File: src/rtl/alu_pipe.sv
// Handshaked WIDTH-bit ALU with registered result and flags on a valid/ready output.
// Optional iterative shift-add multiplier (opcode 1000) enabled by defining ALU_MUL_EN.
module alu_pipe #(
  parameter int WIDTH = 8,
  parameter int SHW   = $clog2(WIDTH)
) (
  input  logic             clk,
  input  logic             rst,
  input  logic [WIDTH-1:0] A,
  input  logic [WIDTH-1:0] B,
  input  logic [3:0]       ALU_Sel,
  input  logic             in_valid,
  output logic             in_ready,
  output logic [WIDTH-1:0] ALU_Out,
  output logic             CarryOut,
  output logic             Zero,
  output logic             Negative,
  output logic             Overflow,
  output logic             Err,
  output logic             out_valid,
  input  logic             out_ready
);

  typedef enum logic [3:0] {
    OP_ADD = 4'h0,
    OP_SUB = 4'h1,
    OP_AND = 4'h2,
    OP_OR  = 4'h3,
    OP_XOR = 4'h4,
    OP_NOT = 4'h5,
    OP_SHL = 4'h6,
    OP_SHR = 4'h7,
    OP_MUL = 4'h8
  } op_t;

`ifdef ALU_MUL_EN
  typedef enum logic [1:0] {IDLE, HOLD, BUSY} state_t;
`else
  typedef enum logic {IDLE, HOLD} state_t;
`endif

  state_t           state, state_n;
  logic [WIDTH-1:0] res;
  logic             c, ov, err;
  logic             xfer, load_res;
  logic [SHW-1:0]   amt;

  assign amt = B[SHW-1:0];

`ifdef ALU_MUL_EN
  localparam logic [SHW-1:0] LAST = SHW'(WIDTH - 1);

  logic               is_mul, mul_done;
  logic [2*WIDTH-1:0] acc, acc_nx, mcand;
  logic [WIDTH-1:0]   mplier;
  logic [SHW-1:0]     cnt;

  assign acc_nx = acc + (mplier[0] ? mcand : '0);
`endif

  always_comb begin
    res = '0;
    c   = 1'b0;
    ov  = 1'b0;
    err = 1'b0;
`ifdef ALU_MUL_EN
    is_mul = 1'b0;
`endif
    case (ALU_Sel)
      OP_ADD: begin
        {c, res} = {1'b0, A} + {1'b0, B};
        ov = (A[WIDTH-1] == B[WIDTH-1]) && (res[WIDTH-1] != A[WIDTH-1]);
      end
      OP_SUB: begin
        {c, res} = {1'b0, A} - {1'b0, B};
        ov = (A[WIDTH-1] != B[WIDTH-1]) && (res[WIDTH-1] != A[WIDTH-1]);
      end
      OP_AND: res = A & B;
      OP_OR:  res = A | B;
      OP_XOR: res = A ^ B;
      OP_NOT: res = ~A;
      // The extra guard bit catches the last bit shifted out; it stays 0 for amount 0.
      OP_SHL: {c, res} = {1'b0, A} << amt;
      OP_SHR: {res, c} = {A, 1'b0} >> amt;
`ifdef ALU_MUL_EN
      OP_MUL: is_mul = 1'b1;
`endif
      default: err = 1'b1;
    endcase
  end

  always_ff @(posedge clk or posedge rst) begin
    if (rst) state <= IDLE;
    else     state <= state_n;
  end

  always_comb begin
    state_n   = state;
    in_ready  = 1'b0;
    out_valid = 1'b0;
`ifdef ALU_MUL_EN
    mul_done  = 1'b0;
`endif
    case (state)
      IDLE: in_ready = 1'b1;
      HOLD: begin
        out_valid = 1'b1;
        in_ready  = out_ready;
      end
`ifdef ALU_MUL_EN
      BUSY: mul_done = (cnt == LAST);
`endif
      default: ;
    endcase
    xfer = in_valid && in_ready;
`ifdef ALU_MUL_EN
    load_res = xfer && !is_mul;
    if (xfer)                           state_n = is_mul ? BUSY : HOLD;
    else if (mul_done)                  state_n = HOLD;
    else if (state == HOLD && out_ready) state_n = IDLE;
`else
    load_res = xfer;
    if (xfer)                           state_n = HOLD;
    else if (state == HOLD && out_ready) state_n = IDLE;
`endif
  end

  always_ff @(posedge clk or posedge rst) begin
    if (rst) begin
      ALU_Out  <= '0;
      CarryOut <= 1'b0;
      Zero     <= 1'b0;
      Negative <= 1'b0;
      Overflow <= 1'b0;
      Err      <= 1'b0;
    end else if (load_res) begin
      ALU_Out  <= res;
      CarryOut <= c;
      Zero     <= (res == '0);
      Negative <= res[WIDTH-1];
      Overflow <= ov;
      Err      <= err;
    end
`ifdef ALU_MUL_EN
    else if (mul_done) begin
      ALU_Out  <= acc_nx[WIDTH-1:0];
      CarryOut <= |acc_nx[2*WIDTH-1:WIDTH];
      Zero     <= (acc_nx[WIDTH-1:0] == '0);
      Negative <= acc_nx[WIDTH-1];
      Overflow <= 1'b0;
      Err      <= 1'b0;
    end
`endif
  end

`ifdef ALU_MUL_EN
  // One partial product per cycle; the final sum is taken from acc_nx on the last step.
  always_ff @(posedge clk or posedge rst) begin
    if (rst) begin
      acc    <= '0;
      mcand  <= '0;
      mplier <= '0;
      cnt    <= '0;
    end else if (xfer && is_mul) begin
      acc    <= '0;
      mcand  <= {{WIDTH{1'b0}}, A};
      mplier <= B;
      cnt    <= '0;
    end else if (state == BUSY) begin
      acc    <= acc_nx;
      mcand  <= mcand << 1;
      mplier <= mplier >> 1;
      cnt    <= cnt + 1'b1;
    end
  end
`endif

endmodule

File: config.mk
export PLATFORM = sky130hd
export DESIGN_NAME = alu_pipe
export DESIGN_NICKNAME = d
export VERILOG_FILES = /design/src/rtl/alu_pipe.sv
export SDC_FILE = /design/constraint.sdc
export NUM_CORES = 1
export LEC_CHECK = 0
export ABC_AREA = 1
export BUFFER_PORTS_ARGS = -buffer_cell sky130_fd_sc_hd__buf_4
export CAP_MARGIN = 20
export CORE_MARGIN = 2
export CORE_UTILIZATION = 37
export CTS_CLUSTER_DIAMETER = 120
export CTS_CLUSTER_SIZE = 24
export DETAILED_ROUTE_END_ITERATION = 10
export GPL_ROUTABILITY_DRIVEN = 0
export REMOVE_ABC_BUFFERS = 1
export SLEW_MARGIN = 20
export SYNTH_ARGS = -nofsm -noshare
export SYNTH_HDL_FRONTEND = slang
export SYNTH_SLANG_ARGS = --single-unit
File: constraint.sdc
create_clock -name clk -period 1.3 [get_ports clk]
set_input_delay 0.26 -clock clk [delete_from_list [all_inputs] [get_ports clk]]
set_output_delay 0.26 -clock clk [all_outputs]
set_load 0.02 [all_outputs]
Word level (Yosys, flattened, before mapping)
Index checks and enable logic that the tools add are counted.

Register bits after elaboration: 14. Word-level logic and storage cells: 43. Input port bits: 24.

Equality and inequality tests: 11. Shifts and indexed selects: 2. $add $sub $neg: 2. Multiplexer cells: 8. Reduce and logical (&&, ||, !) cells: 8. Bitwise logic cells: 5.

Operator list (count): 8-bit case mux with 8 select lines (1); 4-bit by 3-bit == test with 1-bit output, second input constant (4); 8-bit by 8-bit adder with 9-bit output (1); 8-bit by 3-bit << shifter with 9-bit output (1); 9-bit by 3-bit right shift with 9-bit output (1); 8-bit by 8-bit subtractor with 9-bit output (1); 8-bit AND (1); 4-bit by 2-bit == test with 1-bit output, second input constant (2); 8-bit logical NOT (1); 8-bit NOT (1); 8-bit bitwise OR (1); 8-bit OR reduction (1); 8-bit XOR (1); 4-bit by 1-bit == test with 1-bit output, second input constant (1); 1-bit logical AND (4); 4-bit logical NOT (1); 1-bit 2-to-1 mux (4); 1-bit case mux with 2 select lines (2); 1-bit case mux with 4 select lines (1); 1-bit inequality test (3); 2-bit nonzero test (1); 1-bit == test (1); 1-bit NOT (1).

Longest topological paths before layout
Gate-level depths: netlist of run 1.

Depth after elaboration: 4. Depth in mapped cells: 14. Depth with buffers taken out: 14.

Worst setup path after synthesis of run 1
No wires, ideal clock.

Path kind: input to register. Start: input port A[0]. End: register Zero. Setup slack: -0.451 ns. Data arrival time: 1.685 ns. Stages on the path: 14. Cell sequence: inv_1 -> ha_1 -> fa_1 -> inv_1 -> nand3_1 -> nand2_1 -> nand2_1 -> nand3_1 -> nand3_1 -> nor2_1 -> nand2_1 -> nor2_1 -> nand3_1 -> nand2_1.

Longest elaborated chain between the ends: 3.

RTL lines: start, declared (line 9) `input logic [WIDTH-1:0] A,`; 8-bit by 8-bit subtractor with 9-bit output (tied with other cells) (line 75) `{c, res} = {1'b0, A} - {1'b0, B};`; 8-bit case mux with 8 select lines * (line 69) `case (ALU_Sel)`; 8-bit logical NOT * (line 139) `Zero <= (res == '0);`; end signal, assigned (line 139); end, declared (line 16) `output logic Zero,`.

Mark *: on every way between the ends. The rest lies on a longest branch, timed or not. A chain may end at the register's enable or synchronous reset.

Worst setup path after layout of run 1
Start: input port B[0]. End: register Zero.

Longest elaborated chain between the ends: 3.

RTL lines: start, declared (line 10) `input logic [WIDTH-1:0] B,`; 8-bit by 8-bit subtractor with 9-bit output (tied with other cells) (line 75); 8-bit case mux with 8 select lines * (line 69); 8-bit logical NOT * (line 139).

Marks and branches as above.

==> results of run 1 <==
==> cell families (layout without fill, tap and decap cells) <==
group	Yosys count	after routing	share of synthesized area [%]
AND/OR/NAND/NOR	276	277	49.40
buffers and inverters	65	188	11.19
AO/OA/AOI/OAI	45	45	10.31
adder cells (fa/ha/maj)	28	28	15.20
flip-flops	13	13	13.53
XOR/XNOR	1	1	0.3645
==> Yosys cell counts, types with 2 or more instances <==
| cell | count | share of area, % |
|---|---|---|
| nor2_2 | 4 | 1.0 |
| fa_1 | 2 | 1.7 |
| buf_6 | 2 | 0.94 |
| buf_2 | 5 | 1.0 |
| dfrtp_1 | 13 | 14 |
| nor2_4 | 2 | 0.94 |
| ha_1 | 26 | 14 |
| inv_2 | 5 | 0.78 |
| nand3_1 | 74 | 15 |
| clkbuf_1 | 2 | 0.31 |
| inv_1 | 50 | 7.8 |
| a21oi_2 | 2 | 0.73 |
| nand2_1 | 145 | 23 |
| nand3b_1 | 3 | 0.94 |
| o21ai_0 | 17 | 3.5 |
| o21ai_1 | 4 | 0.83 |
| nand4_1 | 5 | 1.3 |
| nand2_2 | 2 | 0.52 |
| nor2_1 | 39 | 6.1 |
| a21oi_1 | 16 | 3.3 |
| o211ai_1 | 2 | 0.62 |
==> per-layer routing <==
metal | global-route usage [%] | vias up | part of all wire (%)
li1 | - | 1628 | -
met1 | 34.57 | 1528 | 43
met2 | 42.30 | 169 | 47
met3 | 1.967 | 23 | 7.5
met4 | 6.926 | 0 | 2.4
met5 | 0 | - | 0
==> report_power, final <==
part           internal, mW  switching [mW]
combinational         0.719           0.880
sequential            0.462          0.0336
clock                 0.216           0.141
total                  1.40            1.05
==> what timing repair did <==
item / 4_1_cts / 5_1_grt
setup buffers: 13 / 5
setup endpoints to repair: 12 / 12
cloned: 1 / 1
pin swaps: 53 / 58
gates resized for setup: 119 / 84
==> final cells by class <==
class,count,area (sq um),share of cell area [%]
multi-input cells,351,2446,57.93
repair buffers,128,1074,25.42
flip-flops and latches,13,325.3,7.704
inverters,55,229.0,5.422
well taps,77,96.34,2.281
clock buffers,4,45.04,1.067
repair inverters,1,7.507,0.1778
==> registers in the layout (all words and copies together) (netlist names) <==
name and cells:
state 1, Err 1, Overflow 1, ALU_Out 8
Zero 1, CarryOut 1
==> final timing paths <==
kind                                            from  cells after the start  slack (ns)                endpoint
worst max-delay path                            B[0]                     14       -0.33        Zero$_DFFE_PP0P_
worst min-delay path                             rst                      2        0.03  ALU_Out[0]$_DFFE_PP0P_
worst max register to register     state$_DFFE_PP0P_                      9       -0.01        Zero$_DFFE_PP0P_
worst min register to register  CarryOut$_DFFE_PP0P_                      2        0.48    CarryOut$_DFFE_PP0P_
max in group asynchronous                        rst                      2        0.95  ALU_Out[7]$_DFFE_PP0P_
min in group clk                           out_ready                      4        0.32       state$_DFFE_PP0P_
==> metrics by stage <==
stage	util, %	instances	power (mW)
3_3_place_gp	52.00	606	1.643
2_1_floorplan	-	418	1.091
5_1_grt	66.88	629	2.602
4_1_cts	61.16	623	2.239
6_report	66.88	629	2.453
3_5_place_dp	52.00	606	1.656
==> critical path: stages <==
cell and delay, ns:
buf_12 0.11, ha_4 0.17, fa_2 0.38, nand2_2 0.10, nand2_2 0.08, nand2_2 0.09
nand2_1 0.05, nand3_1 0.07, nand3_2 0.09, nor2_2 0.12, nand2_1 0.05, nor2_1 0.10
nand3_1 0.07, nand2_1 0.06
==> flow_metrics.py, run 1 <==
metrics = {
    "outcome": {
        "status": "complete, but fails checks",
        "violations": "setup timing",
    },
    "clocking": {
        "cts_hold_buf": 0,
        "cts_htree_levels": 1,
        "clockBufferDepth": 2,
        "cts.sinks": 13,
        "root_buffer": "clkbuf_8",
        "numCtsBuffers": 3,
        "cts_tree": "built",
        "clk_latency_ns": 0.25,
        "cts.clk_slew.worst_paths_ns": 0.05,
    },
    "layout": {
        "drive_gt1_share_pct": 50.36,
        "final_common_cell": "buf_4",
        "nNetsFinal": 605,
        "diodes": 0,
        "syn_to_final_growth_pct": 75.69,
        "final_cell_mix": "109 x buf_4, 99 x nand2_1, 59 x nand3_1",
        "n_fill_cell": 557,
        "final_area_sq_mm": 0.004223,
    },
    "synth": {
        "yosys_register_bits": 13,
        "yosys_most_used_dff": "dfrtp_1",
        "synth_area_per_cell_sq_um": 5.616,
        "async_flop_share_pct": 100.0,
        "synth_cells": 428,
        "post_synth_num_cell_types": 29,
        "ys_warn_count": 0,
        "syn_area_sq_mm": 0.002404,
        "seq_area_frac_synth_pct": 13.53,
        "synth_edf_count": 0,
    },
    "global_route": {
        "grt_pass1_wl_mm": 14.65,
        "overflow": 0,
        "grt.total_usage_pct": 25.13,
        "grt_start_max_net_pins": 19,
        "antenna_found_initial": 0,
        "grt_pass1_vias": 2991,
    },
    "min_path": {
        "min_path_type": "input pin to async pin",
    },
    "critical_path": {
        "critPathRequiredTime_ns": 1.48,
        "end_kind": "flip-flop",
        "crit_type": "input pin to flip-flop",
        "arrival_ns": 1.81,
        "crit_fanout": 3,
        "cp-start-kind": "input pin",
    },
    "placement": {
        "placed_cell_area_sq_mm": 0.003283,
        "io_buffers": 38,
        "dp_worst_setup_slack_ns": -0.7440,
        "hpwl_mm": 6.920,
    },
    "sta": {
        "fin_skew_ns": 0.002900,
        "slew_viol_final": 0,
        "finalSetupViolCount": 11,
        "finalCriticalPeriod_ns": 1.626,
        "hold_viol": 0,
        "fin_ws_ns": -0.3264,
        "rsz0062_at_grt": "yes",
        "fmax_mhz": 614.8,
        "period_share_pct": 125.1,
        "tns_ns": -2.147,
        "tightest_slew_ns": 0.4690,
        "slew_headroom_pct": 68.70,
        "whs_ns": 0.02743,
    },
    "routing": {
        "wl_per_cell_um": 15.28,
        "drt_first_pass_iters": 5,
        "drt_iter0_markers": 271,
        "drc": 0,
        "antenna_left": 0,
        "totalWireLength_mm": 9.613,
        "viasPerCell": 5.323,
        "num_vias": 3348,
    },
    "die": {
        "pin_count": 39,
        "die_w_um": 84.60,
        "die_y_um": 84.60,
        "core_sq_mm": 0.006314,
        "start_util_pct": 38.07,
        "die-area_sq_mm": 0.007157,
        "num_rows": 29,
    },
    "flow_run": {
        "maxCapViolCount": 0,
    },
    "power_and_ir_drop": {
        "p_per_area_mw_per_mm2": 580.8,
        "p_leak_nw": 2.122,
        "irDropWorstVdd_uv": 759.3,
    },
}
Note: power is estimated with default switching activity, not from simulation.
==> run 2: changes to the inputs <==
--- a/config.mk
+++ b/config.mk
@@ -19,3 +19,4 @@
 export SYNTH_ARGS = -nofsm -noshare
 export SYNTH_HDL_FRONTEND = slang
 export SYNTH_SLANG_ARGS = --single-unit
+export TNS_END_PERCENT = 1
==> run 2 against run 1 <==
  * Routed wire length shrank 10%
  * Core utilization fell by 9.9 points
  * Worst setup slack lost 0.0088 ns
  * The run still ends with setup timing left
  * First-iteration DRC count grew 7.4%
  * Largest power group unchanged
  * Die area stayed put
  * Power shrank 13%
  * Largest cell class unchanged
  * Cell count shrank 2.4%
==> flow_metrics.py, run 2 (synthesis gave the netlist of run 1 again) <==
metrics = {
    "critical_path": {
        "path_cells": "buf_12 > ha_4 > fa_2 > nand2_1 > nand2_2 > nand2_1 > nand2_1 > nand3_1 > nand3_1 > nor2_1 > nand2_1 > nor2_1 > nand3_1 > nand2_1",
        "crit_top_cell": "nand2_1",
        "cpMaxStageDelayCell": "fa_2",
        "r2r_end": "ALU_Out[0]$_DFFE_PP0P_",
        "path_buf_inv": 1,
        "crit_end": "Zero$_DFFE_PP0P_",
        "critPathRequiredTime_ns": 1.48,
        "crit_type": "input pin to flip-flop",
        "r2r_slack_ns": -0.02,
        "critical_path.top_delay_family": "simple AND/OR/NAND/NOR gates",
        "end_kind": "flip-flop",
        "critPathMaxStageDelay_ns": 0.40,
        "cp-startpoint": "B[0]",
        "arrival_ns": 1.82,
        "cp-start-kind": "input pin",
        "crit_fanout": 3,
        "reg2reg_depth": 5,
        "r2r_start": "state$_DFFE_PP0P_",
        "crit_cells": 14,
    },
    "outcome": {
        "status": "complete, but fails checks",
        "violations": "setup timing",
    },
    "layout": {
        "n_fill_cell": 669,
        "largest_reg_flops": 8,
        "final_common_cell": "nand2_1",
        "diodes": 0,
        "regMostFlops": "ALU_Out",
        "nNetsFinal": 590,
        "syn_to_final_growth_pct": 49.56,
        "final_cell_mix": "138 x nand2_1, 111 x buf_4, 72 x nand3_1",
        "drive_gt1_share_pct": 32.22,
        "final_cells": 614,
    },
    "sta": {
        "slew_headroom_pct": 67.92,
        "finalSetupViolCount": 12,
        "finalCriticalPeriod_ns": 1.635,
        "fmax_mhz": 611.5,
        "fin_skew_ns": 0.002318,
        "tightest_slew_ns": 0.4794,
        "fin_ws_ns": -0.3352,
        "slew_viol_final": 0,
        "rsz0062_at_grt": "yes",
        "hold_viol": 0,
        "period_share_pct": 125.8,
    },
    "global_route": {
        "grt_start_max_net_pins": 19,
        "antenna_found_initial": 0,
        "grt_pass1_vias": 2876,
        "grt_pass1_wl_mm": 14.17,
        "overflow": 0,
        "grt.total_usage_pct": 24.27,
    },
    "die": {
        "die-area_sq_mm": 0.007157,
        "start_util_pct": 38.07,
        "die_w_um": 84.60,
        "core_sq_mm": 0.006314,
        "pin_count": 39,
        "die_y_um": 84.60,
        "num_rows": 29,
    },
    "placement": {
        "placed_cells": 606,
        "io_buffers": 38,
        "hpwl_mm": 6.920,
        "dp_worst_setup_slack_ns": -0.7440,
    },
    "routing": {
        "drt_first_pass_iters": 5,
        "wl_per_cell_um": 14.05,
        "drt_iter0_markers": 291,
        "antenna_left": 0,
        "viasPerCell": 5.199,
        "totalWireLength_mm": 8.628,
        "drc": 0,
        "num_vias": 3192,
    },
    "min_path": {
        "min_path_type": "input pin to async pin",
    },
    "clocking": {
        "cts_htree_levels": 1,
        "cts.clk_slew.worst_paths_ns": 0.05,
        "clockBufferDepth": 2,
        "clk_latency_ns": 0.24,
        "numCtsBuffers": 3,
        "root_buffer": "clkbuf_8",
        "cts.sinks": 13,
        "cts_tree": "built",
    },
    "power_and_ir_drop": {
        "irDropWorstVdd_uv": 775.0,
        "p_leak_nw": 1.933,
        "p_per_area_mw_per_mm2": 595.5,
        "fin_total_pwr_mw": 2.141,
    },
    "flow_run": {
        "maxCapViolCount": 0,
    },
}
run 2: per-layer routing:
metal / wire length [um] / track usage, %
met5: 0 / 0
met1: 3860 / 33.95
met4: 181 / 6.349
met3: 632 / 1.475
met2: 3953 / 40.66
run 2: power by group:
group          switching, mW  total, mW  internal, mW
Combinational          0.719       1.29         0.571
Sequential            0.0323      0.494         0.462
Clock                  0.141      0.357         0.216
Total                  0.891       2.14          1.25
run 2: final cells by class:
type	count	area, sq um	area share, %
multi-input cells	350	2012	55.97
inverters	55	212.7	5.917
repair buffers	115	903.4	25.13
flip-flops and latches	13	325.3	9.050
clock buffers	4	45.04	1.253
well taps	77	96.34	2.680
run 2: what timing repair did:
item,in CTS,in global routing
hold buffers,0,0
resized for setup,43,12
pin swaps,18,10
setup endpoints to repair,12,12
endpoints found under the hold margin,0,0
setup buffers,4,0
run 2: worst min-delay path by stage:
| stage | to | depth (start not counted) | startpoint |
|---|---|---|---|
| floorplan | ALU_Out[0]$_DFFE_PP0P_ | 1 | rst |
| global placement | ALU_Out[0]$_DFFE_PP0P_ | 2 | rst |
| detailed placement | ALU_Out[0]$_DFFE_PP0P_ | 2 | rst |
| CTS | Err$_DFFE_PP0P_ | 2 | rst |
| global route | ALU_Out[3]$_DFFE_PP0P_ | 2 | rst |
| finish | ALU_Out[0]$_DFFE_PP0P_ | 2 | rst |
run 2: stage by stage:
stage	setup TNS (ns)	util, %	area (sq um)	hold slack [ns]
floorplan	-2.578	-	2341	0.1370
global placement	-6.241	52.00	3283	0.3071
detailed placement	-6.455	52.00	3283	0.3107
CTS	-2.164	56.10	3542	0.04825
global route	-3.895	56.94	3595	0.07200
finish	-2.626	56.94	3595	0.02872
run 2: worst reg2reg max path, stage by stage (launching register included):
cell and delay [ns]:
dfrtp_1 0.39, a21oi_2 0.22, buf_4 0.19, inv_1 0.20
nand2_1 0.12, o21ai_0 0.08
==> run 3: changes to the inputs <==
--- a/config.mk
+++ b/config.mk
@@ -14,6 +14,7 @@
 export CTS_CLUSTER_SIZE = 24
 export DETAILED_ROUTE_END_ITERATION = 10
 export GPL_ROUTABILITY_DRIVEN = 0
+export RECOVER_POWER = 25
 export REMOVE_ABC_BUFFERS = 1
 export SLEW_MARGIN = 20
 export SYNTH_ARGS = -nofsm -noshare
==> run 3 against run 2 <==
  * The run still ends with setup timing left
  * Sequential share of layout area stayed put
  * Via count increased by 0.22%
  * Core utilization unchanged
  * Clock power is essentially flat
  * Global-route usage unchanged
  * Non-clock buffer count is the same
  * Worst hold slack better by 0.0014 ns
  * Die area unchanged
  * Largest cell class unchanged
  * Largest power group unchanged
  * Highest routed layer unchanged
==> flow_metrics.py, run 3 (synthesis gave the netlist of run 1 again) <==
metrics = {
    "power_and_ir_drop": {
        "p_per_area_mw_per_mm2": 595.3,
        "p_leak_nw": 1.933,
        "irDropWorstVdd_uv": 775.0,
    },
    "routing": {
        "viasPerCell": 5.210,
        "drt_first_pass_iters": 5,
        "wl_per_cell_um": 14.06,
        "drc": 0,
        "drt_iter0_markers": 291,
        "antenna_left": 0,
        "totalWireLength_mm": 8.635,
        "num_vias": 3199,
    },
    "sta": {
        "fin_ws_ns": -0.3352,
        "slew_viol_final": 0,
        "whs_ns": 0.03013,
        "finalSetupViolCount": 12,
        "tightest_slew_ns": 0.4873,
        "rsz0062_at_grt": "yes",
        "period_share_pct": 125.8,
        "finalCriticalPeriod_ns": 1.635,
        "fin_skew_ns": 0.002057,
        "fmax_mhz": 611.5,
        "hold_viol": 0,
        "slew_headroom_pct": 67.40,
    },
    "layout": {
        "regArea_sq_um": 325.3,
        "diodes": 0,
        "syn_to_final_growth_pct": 49.56,
        "multi_input_area_sq_mm": 0.002012,
        "drive_gt1_share_pct": 32.22,
        "largest_reg_flops": 8,
        "final_cells": 614,
        "final_common_cell": "nand2_1",
        "final_cell_mix": "138 x nand2_1, 110 x buf_4, 72 x nand3_1",
        "nNetsFinal": 590,
        "regMostFlops": "ALU_Out",
        "n_fill_cell": 669,
        "postLayoutCoreUtil_pct": 56.94,
    },
    "clocking": {
        "clk_latency_ns": 0.24,
        "cts.sinks": 13,
        "cts_htree_levels": 1,
        "cts.clk_slew.worst_paths_ns": 0.05,
        "clockBufferDepth": 2,
        "root_buffer": "clkbuf_8",
        "cts_tree": "built",
        "numCtsBuffers": 3,
    },
    "critical_path": {
        "critPathRequiredTime_ns": 1.48,
        "cp-start-kind": "input pin",
        "end_kind": "flip-flop",
        "cpMaxStageDelayCell": "fa_2",
        "critical_path.top_delay_family": "simple AND/OR/NAND/NOR gates",
        "path_cells": "buf_12 > ha_4 > fa_2 > nand2_1 > nand2_2 > nand2_1 > nand2_1 > nand3_1 > nand3_1 > nor2_1 > nand2_1 > nor2_1 > nand3_1 > nand2_1",
        "crit_fanout": 3,
        "r2r_slack_ns": -0.02,
        "path_buf_inv": 1,
        "crit_type": "input pin to flip-flop",
        "arrival_ns": 1.82,
        "crit_top_cell": "nand2_1",
        "critPathMaxStageDelay_ns": 0.40,
    },
    "min_path": {
        "min_path_type": "input pin to async pin",
    },
    "placement": {
        "dp_worst_setup_slack_ns": -0.7440,
        "hpwl_mm": 6.920,
        "io_buffers": 38,
        "placed_cells": 606,
    },
    "global_route": {
        "met2_usage_pct": 40.66,
        "grt_start_max_net_pins": 19,
        "use_met1_pct": 33.95,
        "grt_pass1_vias": 2876,
        "grt.total_usage_pct": 24.27,
        "grt_use_met3_pct": 1.475,
        "grt_pass1_wl_mm": 14.17,
        "antenna_found_initial": 0,
        "busiest_layer": "met2",
        "overflow": 0,
    },
    "die": {
        "die_w_um": 84.60,
        "start_util_pct": 38.07,
        "num_rows": 29,
        "pin_count": 39,
        "die-area_sq_mm": 0.007157,
        "die_y_um": 84.60,
        "core_sq_mm": 0.006314,
    },
    "flow_run": {
        "maxCapViolCount": 0,
    },
    "outcome": {
        "status": "complete, but fails checks",
        "violations": "setup timing",
    },
}
==> run 3: timing repair <==
item | in CTS | in global routing
hold buffers | 0 | 0
setup buffers | 4 | 0
endpoints found under the setup margin | 12 | 12
pin swaps | 18 | 10
gates resized for setup | 43 | 12
==> run 3: stage by stage <==
step / setup TNS (ns) / area (sq um) / power (mW)
after floorplan: -2.578 / 2341 / 1.091
after detailed placement: -6.455 / 3283 / 1.656
final: -2.633 / 3595 / 2.140
after CTS: -2.164 / 3542 / 2.108
after global routing: -3.895 / 3595 / 2.299
after global placement: -6.241 / 3283 / 1.643
==> run 3: path summary, 6_finish.rpt <==
path | startpoint | to | cells past startpoint
min reg2reg | Err$_DFFE_PP0P_ | Err$_DFFE_PP0P_ | 2
max reg2reg | state$_DFFE_PP0P_ | ALU_Out[0]$_DFFE_PP0P_ | 5
min | rst | ALU_Out[0]$_DFFE_PP0P_ | 2
max in group asynchronous | rst | ALU_Out[7]$_DFFE_PP0P_ | 2
max | B[0] | Zero$_DFFE_PP0P_ | 14
min in group clk | out_ready | state$_DFFE_PP0P_ | 4
==> run 3: per-layer routing <==
| metal | share of wire, % | vias to the layer above |
|---|---|---|
| met3 | 7.5 | 17 |
| met1 | 45 | 1446 |
| met2 | 46 | 142 |
| li1 | - | 1594 |
| met5 | 0 | - |
| met4 | 2.1 | 0 |
==> run 3: layout make-up <==
| class | count | area share (%) |
|---|---|---|
| Timing Repair Buffer | 115 | 25.13 |
| Inverter | 55 | 5.917 |
| Clock buffer | 4 | 1.253 |
| Multi-Input combinational cell | 350 | 55.97 |
| Tap cell | 77 | 2.680 |
| Sequential cell | 13 | 9.050 |
==> run 3: report_power, final <==
group | internal (mW) | total [mW] | switching (mW)
clock network | 0.216 | 0.357 | 0.140
logic | 0.571 | 1.29 | 0.719
registers | 0.462 | 0.494 | 0.0323
total | 1.25 | 2.14 | 0.891
